[src/rtl/park_pkg.sv]
// Shared definitions for the parking-lot entry controller: default sizes,
// FSM state encoding and the LFSR seed/tap definition.
package park_pkg;

    localparam int SPOT_W    = 3;
    localparam int NUM_SPOTS = 1 << SPOT_W;

    // Non-zero reset value of the pattern LFSR.
    localparam logic [SPOT_W-1:0] LFSR_SEED = 3'b101;

    // Feedback taps: next = {q[1:0], q[2]^q[1]} (maximal length, period 7).
    localparam logic [SPOT_W-1:0] LFSR_TAPS = 3'b110;

    typedef enum logic [2:0] {
        IDLE,
        ALLOC,
        ISSUE,
        GATE,
        WAIT_REL
    } park_state_t;

    // One LFSR step, usable by RTL and by any reference model.
    function automatic logic [SPOT_W-1:0] lfsr_next(input logic [SPOT_W-1:0] q);
        return {q[SPOT_W-2:0], ^(q & LFSR_TAPS)};
    endfunction

endpackage

[src/rtl/park_lfsr.sv]
// Fibonacci LFSR that steps only when adv is high; holds otherwise.
module park_lfsr #(
    parameter int               W    = park_pkg::SPOT_W,
    parameter logic [W-1:0]     SEED = park_pkg::LFSR_SEED,
    parameter logic [W-1:0]     TAPS = park_pkg::LFSR_TAPS
) (
    input  logic         clk,
    input  logic         rst_n,
    input  logic         adv,
    output logic [W-1:0] q
);

    // Shift left, feeding back the parity of the tapped bits.
    always_ff @(posedge clk or negedge rst_n) begin
        if (!rst_n) begin
            q <= SEED;
        end else if (adv) begin
            q <= {q[W-2:0], ^(q & TAPS)};
        end
    end

endmodule

[src/rtl/park_entry_alloc.sv]
// Entry-side parking controller: allocates the lowest free spot, issues
// token = spot ^ pattern, runs the entry gate and frees spots on exit.
// Optional statistics counters are built when PARK_STATS_EN is defined.
module park_entry_alloc #(
    parameter int                    NUM_SPOTS   = park_pkg::NUM_SPOTS,
    parameter int                    SPOT_W      = park_pkg::SPOT_W,
    parameter logic [SPOT_W-1:0]     LFSR_SEED   = park_pkg::LFSR_SEED,
    parameter int                    GATE_CYCLES = 4
) (
    input  logic                  clk,
    input  logic                  rst_n,
    input  logic                  enter_req,
    output logic                  enter_ack,
    output logic [SPOT_W-1:0]     token,
    output logic [SPOT_W-1:0]     pattern,
    output logic [SPOT_W-1:0]     spot,
    output logic                  gate_open,
    output logic                  full,
    input  logic                  exit_valid,
    input  logic [SPOT_W-1:0]     exit_park_number,
    output logic                  exit_err,
    output logic [NUM_SPOTS-1:0]  occ_map
`ifdef PARK_STATS_EN
    ,
    output logic [7:0]            entry_count,
    output logic [7:0]            reject_count
`endif
);

    import park_pkg::*;

    localparam int CNT_W = (GATE_CYCLES > 1) ? $clog2(GATE_CYCLES) : 1;

    park_state_t           state_reg;
    logic [CNT_W-1:0]      cnt_reg;
    logic [SPOT_W-1:0]     lfsr_q;
    logic [SPOT_W-1:0]     alloc_spot_next;
    logic [NUM_SPOTS-1:0]  occ_next;
    logic                  alloc_en;

    // Lowest-numbered zero bit of the occupancy map.
    function automatic logic [SPOT_W-1:0] first_free(input logic [NUM_SPOTS-1:0] m);
        logic [SPOT_W-1:0] idx;
        idx = '0;
        for (int i = NUM_SPOTS - 1; i >= 0; i--) begin
            if (!m[i]) begin
                idx = SPOT_W'(i);
            end
        end
        return idx;
    endfunction

    assign full            = &occ_map;
    assign alloc_en        = (state_reg == ALLOC);
    assign alloc_spot_next = first_free(occ_map);

    park_lfsr #(
        .W    (SPOT_W),
        .SEED (LFSR_SEED),
        .TAPS (LFSR_TAPS)
    ) u_lfsr (
        .clk   (clk),
        .rst_n (rst_n),
        .adv   (alloc_en),
        .q     (lfsr_q)
    );

    // Per-spot next occupancy: an exit clears a taken bit, an allocation sets
    // its bit. Allocation uses the map from the start of the cycle, so a spot
    // freed in the same cycle is only eligible from the next one.
    genvar gi;
    generate
        for (gi = 0; gi < NUM_SPOTS; gi++) begin : g_occ
            assign occ_next[gi] =
                (occ_map[gi] & ~(exit_valid && (exit_park_number == SPOT_W'(gi)))) |
                (alloc_en && (alloc_spot_next == SPOT_W'(gi)));
        end
    endgenerate

    // Occupancy register and exit error pulse, active in every FSM state.
    always_ff @(posedge clk or negedge rst_n) begin
        if (!rst_n) begin
            occ_map  <= '0;
            exit_err <= 1'b0;
        end else begin
            occ_map  <= occ_next;
            exit_err <= exit_valid && !occ_map[exit_park_number];
        end
    end

    // Entry FSM with registered ack, gate and token/pattern/spot outputs.
    always_ff @(posedge clk or negedge rst_n) begin
        if (!rst_n) begin
            state_reg <= IDLE;
            cnt_reg   <= '0;
            token     <= '0;
            pattern   <= '0;
            spot      <= '0;
            enter_ack <= 1'b0;
            gate_open <= 1'b0;
        end else begin
            enter_ack <= 1'b0;
            case (state_reg)
                IDLE: begin
                    if (enter_req && !full) begin
                        state_reg <= ALLOC;
                    end
                end
                ALLOC: begin
                    spot      <= alloc_spot_next;
                    pattern   <= lfsr_q;
                    token     <= alloc_spot_next ^ lfsr_q;
                    enter_ack <= 1'b1;
                    state_reg <= ISSUE;
                end
                ISSUE: begin
                    gate_open <= 1'b1;
                    cnt_reg   <= CNT_W'(GATE_CYCLES - 1);
                    state_reg <= GATE;
                end
                GATE: begin
                    if (cnt_reg == '0) begin
                        gate_open <= 1'b0;
                        state_reg <= WAIT_REL;
                    end else begin
                        cnt_reg <= cnt_reg - CNT_W'(1);
                    end
                end
                WAIT_REL: begin
                    if (!enter_req) begin
                        state_reg <= IDLE;
                    end
                end
                default: begin
                    state_reg <= IDLE;
                end
            endcase
        end
    end

`ifdef PARK_STATS_EN
    // Saturating counts of issued tokens and of requests blocked at full.
    always_ff @(posedge clk or negedge rst_n) begin
        if (!rst_n) begin
            entry_count  <= '0;
            reject_count <= '0;
        end else begin
            if (state_reg == ISSUE && entry_count != 8'hFF) begin
                entry_count <= entry_count + 8'd1;
            end
            if (state_reg == IDLE && enter_req && full && reject_count != 8'hFF) begin
                reject_count <= reject_count + 8'd1;
            end
        end
    end
`endif

endmodule
[config.mk]
export PLATFORM = sky130hd
export DESIGN_NAME = park_entry_alloc
export DESIGN_NICKNAME = d
export VERILOG_FILES = /design/src/rtl/park_pkg.sv /design/src/rtl/park_lfsr.sv /design/src/rtl/park_entry_alloc.sv
export SDC_FILE = /design/constraint.sdc
export NUM_CORES = 1
export LEC_CHECK = 0
export CAP_MARGIN = 10
export CORE_AREA = 2 2 46 69
export CTS_CLUSTER_DIAMETER = 200
export DETAILED_ROUTE_END_ITERATION = 8
export DIE_AREA = 0 0 48 71
export GPL_TIMING_DRIVEN = 0
export PLACE_DENSITY = 0.82
export SLEW_MARGIN = 30
export SYNTH_ARGS = -nofsm -noshare
export SYNTH_HDL_FRONTEND = slang
export SYNTH_SLANG_ARGS = --single-unit
[constraint.sdc]
create_clock -name clk -period 2.2 [get_ports clk]
set_clock_uncertainty 0.1 [all_clocks]
set_input_delay 0.44 -clock clk [delete_from_list [all_inputs] [get_ports clk]]
set_output_delay 0.44 -clock clk [all_outputs]
set_load 0.02 [all_outputs]
# Yosys cells after proc, flatten, opt, wreduce, memory -nomap -nowiden
# Index checks and enable logic that the tools add are counted.
dict set report totals {
  elab_cells 108
  out_inout_bits 21
  ff_bits 28
  input_bits 7
}
dict set report classes {
  n_lt_le_gt_ge 1
  n_eq_ne 22
  bitwise 25
  mux 19
  reduce_logical 30
  n_addsub 1
}
# op n
set op_table {}
lappend op_table {{two-way mux 3 bit} 11}
lappend op_table {{== test 3 bit (second input constant)} 9}
lappend op_table {{== test 3 x 2 -> 1 bit (second input constant)} 6}
lappend op_table {{logical AND 1 bit} 18}
lappend op_table {{one-hot mux 3 bit (5 select lines)} 1}
lappend op_table {{== test 3 x 1 -> 1 bit (second input constant)} 3}
lappend op_table {{logical NOT 3 bit} 3}
lappend op_table {{bitwise AND 1 bit} 8}
lappend op_table {{inequality test 2 bit (second input constant)} 4}
lappend op_table {{NOT 1 bit} 8}
lappend op_table {{OR 1 bit} 8}
lappend op_table {{AND reduction 8 bit} 1}
lappend op_table {{less-than comparator 3 x 4 -> 1 bit (second input constant)} 1}
lappend op_table {{one-hot mux 2 bit (2 select lines)} 1}
lappend op_table {{AND reduction 2 bit} 2}
lappend op_table {{binary-select mux 1 bit (select 3 bit)} 1}
lappend op_table {{two-way mux 1 bit} 3}
lappend op_table {{AND reduction 3 bit} 1}
lappend op_table {{parity 3 bit} 1}
lappend op_table {{bitwise XOR 3 bit} 1}
lappend op_table {{logical NOT 1 bit} 2}
lappend op_table {{logical NOT 2 bit} 1}
lappend op_table {{two-way mux 2 bit} 1}
lappend op_table {{one-hot mux 1 bit (2 select lines)} 1}
lappend op_table {{2 further kinds} 2}

# Depth between registers and ports, before layout
dict set report logic_depth {
  word_depth 11
  mapped_depth 5
  ltp_nobuf 5
}

# Cells and area by module
# A second synthesis with hierarchy kept.
dict set report hier_totals {
  hier_cells 135
  hier_area_um2 1375.1
}
# mod area_per_inst_um2 n_inst cells_per_inst seq_area_each_um2
set modules_own_cells {}
lappend modules_own_cells {park_entry_alloc 1257.5 1 127 625.6}
lappend modules_own_cells {park_lfsr 117.6 1 8 77.6}

# Least setup slack after synthesis
# No wires, ideal clock.
dict set report synth_timing {
  kind {reg2reg}
  start {reg occ_map[0]}
  end {reg occ_map[0]}
  setup_ps 122
  synth_period_minus_slack_ps 1674
  path_slack_ps 526
  path_stages_with_launch 6
  path_buffers 1
  arrival_time_ps 1453
  required_ps 1978
  path_cell_list {dfrtp_1 clkbuf_1 nand4_1 nand2b_1 and2_1 a32o_1}
}
dict set report synth_between {
  elab_chain_cells 4
  word_cells_on_any_way 5
  classes_between {mux: 1; bitwise: 2; reduce/logical: 2}
}
# element line_no
set synth_rtl {}
lappend synth_rtl {{from (decl)} park_entry_alloc.sv:22} ;# output logic [NUM_SPOTS-1:0] occ_map
lappend synth_rtl {{from (signal assigned)} park_entry_alloc.sv:86} ;# occ_map <= occ_next;
lappend synth_rtl {{two-way mux 3 bit} park_entry_alloc.sv:46} ;# if (!m[i]) begin
lappend synth_rtl {{logical NOT 3 bit} park_entry_alloc.sv:76} ;# (alloc_en && (alloc_spot_next == SPOT_W'(gi)));
lappend synth_rtl {{logical AND 1 bit} park_entry_alloc.sv:76}
lappend synth_rtl {{OR 1 bit *} park_entry_alloc.sv:75} ;# (occ_map[gi] & ~(exit_valid && (exit_park_number == SPOT_W'(gi)))) |
lappend synth_rtl {{net occ_next[0]} park_entry_alloc.sv:38} ;# logic [NUM_SPOTS-1:0] occ_next;
# Mark *: on every way through the listed nets, which the timed path passes. The rest lies on a longest branch.
# A chain may end at the register's enable or synchronous reset.

==> impl_metrics.toml <==
[power_and_ir_drop]
power.density_mw_per_mm2 = 1180
power_leakage_nw = 0.715
irDropWorstVdd_v = 0.000769
p_total_mw = 2.00

[logic_synthesis]
synth_edf_count = 0
yosys.area.top_type = "dfrtp_1"
syn_area_per_cell_sq_um = 10.0
ys_warn_count = 0
synth_cell_type_count = 38
synth-seq-cells = 27
synthesis.nets = 143
netlist_instances = 135
synth_area_leaders = "dfrtp_1 46%, nand2_1 7.5%, a32o_1 4.4%"
async_flop_share_pct = 100
yosysSeqAreaShare_pct = 50.2
netlist.area_leader.share_pct = 46.3
syn_area_sq_mm = 0.00135
synth_ff_type = "dfrtp_1"

[routing]
avgRoutedWirePerCell_um = 14.4
via_per_inst = 5.63
drc_errors = 0
firstDrtPassIters = 4
route.vias.total = 1143
antenna_left = 0
top_layer = "met4"
wl_um = 2930
drt_iter0_markers = 29
routed-wl-met2_um = 1550
met1_length_um = 1200
dr_wl_met3_um = 124

[grt]
antenna_found_initial = 0
overflow = 0
grt_pass1_wl_um = 5090
grt_max_degree = 28
track_usage_pct = 20.1
grt_pass1_vias = 1155

[clock_network]
tritoncts = "built"
ctsHtreeMaxLevel = 1
cts.sinks = 27
root_buffer = "clkbuf_8"
clock_path_buffers = 2
clk_latency_ns = 0.27
post_cts_buffers = 0
path_clk_slew_ns = 0.08
cts_made_buffers = 3

[sta]
final.setup.tns_ns = 0
worstMarginPinSlew_ns = 0.574
setup_ws_ns = 0.250
fin_hold_ws_ns = 0.0564
setup_viol_count_final = 0
hold_violations = 0
grt_setup_unrepaired = "no"
layout_min_cycle_time_ns = 1.95
timing.final.crit_share_pct = 88.6
slew_violations = 0
slew-limit-headroom_pct = 61.7
fmax_mhz = 513

[setup_path]
cp.arrival_ns = 1.41
path_max_fanout = 5
end_kind = "output pin"
required_ns = 1.66
worstSetupPathType = "reg -> out"
critPathLaunchType = "flip-flop"

[floorplan]
coreArea_sq_mm = 0.00285
io_pins = 28
die_area_sq_mm = 0.00341
rows = 24
die-height_um = 71
start_util_pct = 47.3
die_x_um = 48

[layout]
largest_register = "occ_map"
drive_above_1_share_pct = 11.0
mostFrequentLayoutCells = "27 x nand2_1, 24 x clkdlybuf4s50_1, 22 x dfrtp_1, 7 x o21ai_0, 7 x nor2_1"
largest_register_ffs = 8
layout_commonest_cell = "nand2_1"
final_nets = 173
synthToLayoutAreaGrowth_pct = 25.8
antenna_cells = 0
finalNonFillerCells = 203

[placed_design]
dp_hpwl_um = 2240
portBuffers = 26
dp.cells = 200
gp_congestion = 0.866
pre_cts_slack_ns = 0.0719

[run]
cap_violations = 0

[run_status]
outcome = "finished, final reports clean"

[worst_hold_path]
hold_class = "in -> async"
power breakdown:
part           switching [mW]  total, mW  internal (mW)
clock network           0.141      0.270          0.130
registers               0.162      0.805          0.643
logic                   0.494      0.923          0.429
critical path: stages, from the launching register on:
cell and delay, ns:
dfrtp_1 0.42, buf_4 0.13, clkdlybuf4s50_1 0.59
timing repair:
item | in CTS | in global routing
endpoints found under the setup margin | 1 | 0
resized for setup | 4 | 0
hold buffers | 0 | 0
cells in the mapped netlist (2+ instances only):
master / n
a211oi_1: 2
a21oi_1: 3
a22o_1: 3
a22oi_1: 2
a32o_1: 6
and2_1: 3
clkbuf_1: 3
dfrtp_1: 25
dfstp_2: 2
inv_1: 6
mux2_2: 2
mux4_2: 2
nand2_1: 27
nand2b_1: 2
nand3_1: 6
nand4_1: 3
nor2_1: 7
nor2b_1: 4
o21ai_0: 7
or3b_1: 2
layer usage:
metal,up-vias,track usage (%)
met4,0,7.51
met3,7,3.32
met5,-,0
li1,544,-
met2,35,32.4
met1,557,26.0
metrics by stage:
stage | cell area (sq um) | utilization (%)
after floorplan | 1350 | -
after global placement | 1660 | 58.2
after detailed placement | 1650 | 58.0
after CTS | 1700 | 59.5
after global routing | 1700 | 59.5
final | 1700 | 59.5
cell families after synthesis:
family,synth area share (%)
and+or+nand+nor,22.0
AOI/OAI and AO/OA,15.7
DFF,50.2
buffers and inverters,4.17
muxes,5.75
xor gates and xnor gates,1.30
adders and majority gates,0.927
final cells by class:
type	instances	area [sq um]
well taps	39	48.8
inverters	7	26.3
plain buffers	4	26.3
multi-input cells	96	616
repair buffers	26	254
fillers	244	1150
flip-flops and latches	27	682
clock buffers	4	45.0
path summary, 6_finish.rpt:
kind                                    from    endpoint  slack (ns)  cells after the start
min in group clk                  pattern[2]  pattern[2]        0.38                      2
worst max-delay path             u_lfsr.q[1]  pattern[0]        0.25                      2
worst min-delay path                   rst_n    exit_err        0.06                      1
max in group asynchronous              rst_n  occ_map[4]        1.52                      1
worst max register to register  state_reg[0]    token[1]        0.44                      4
worst min register to register    pattern[2]  pattern[2]        0.38                      2
Power figures use the tool's default switching activity.
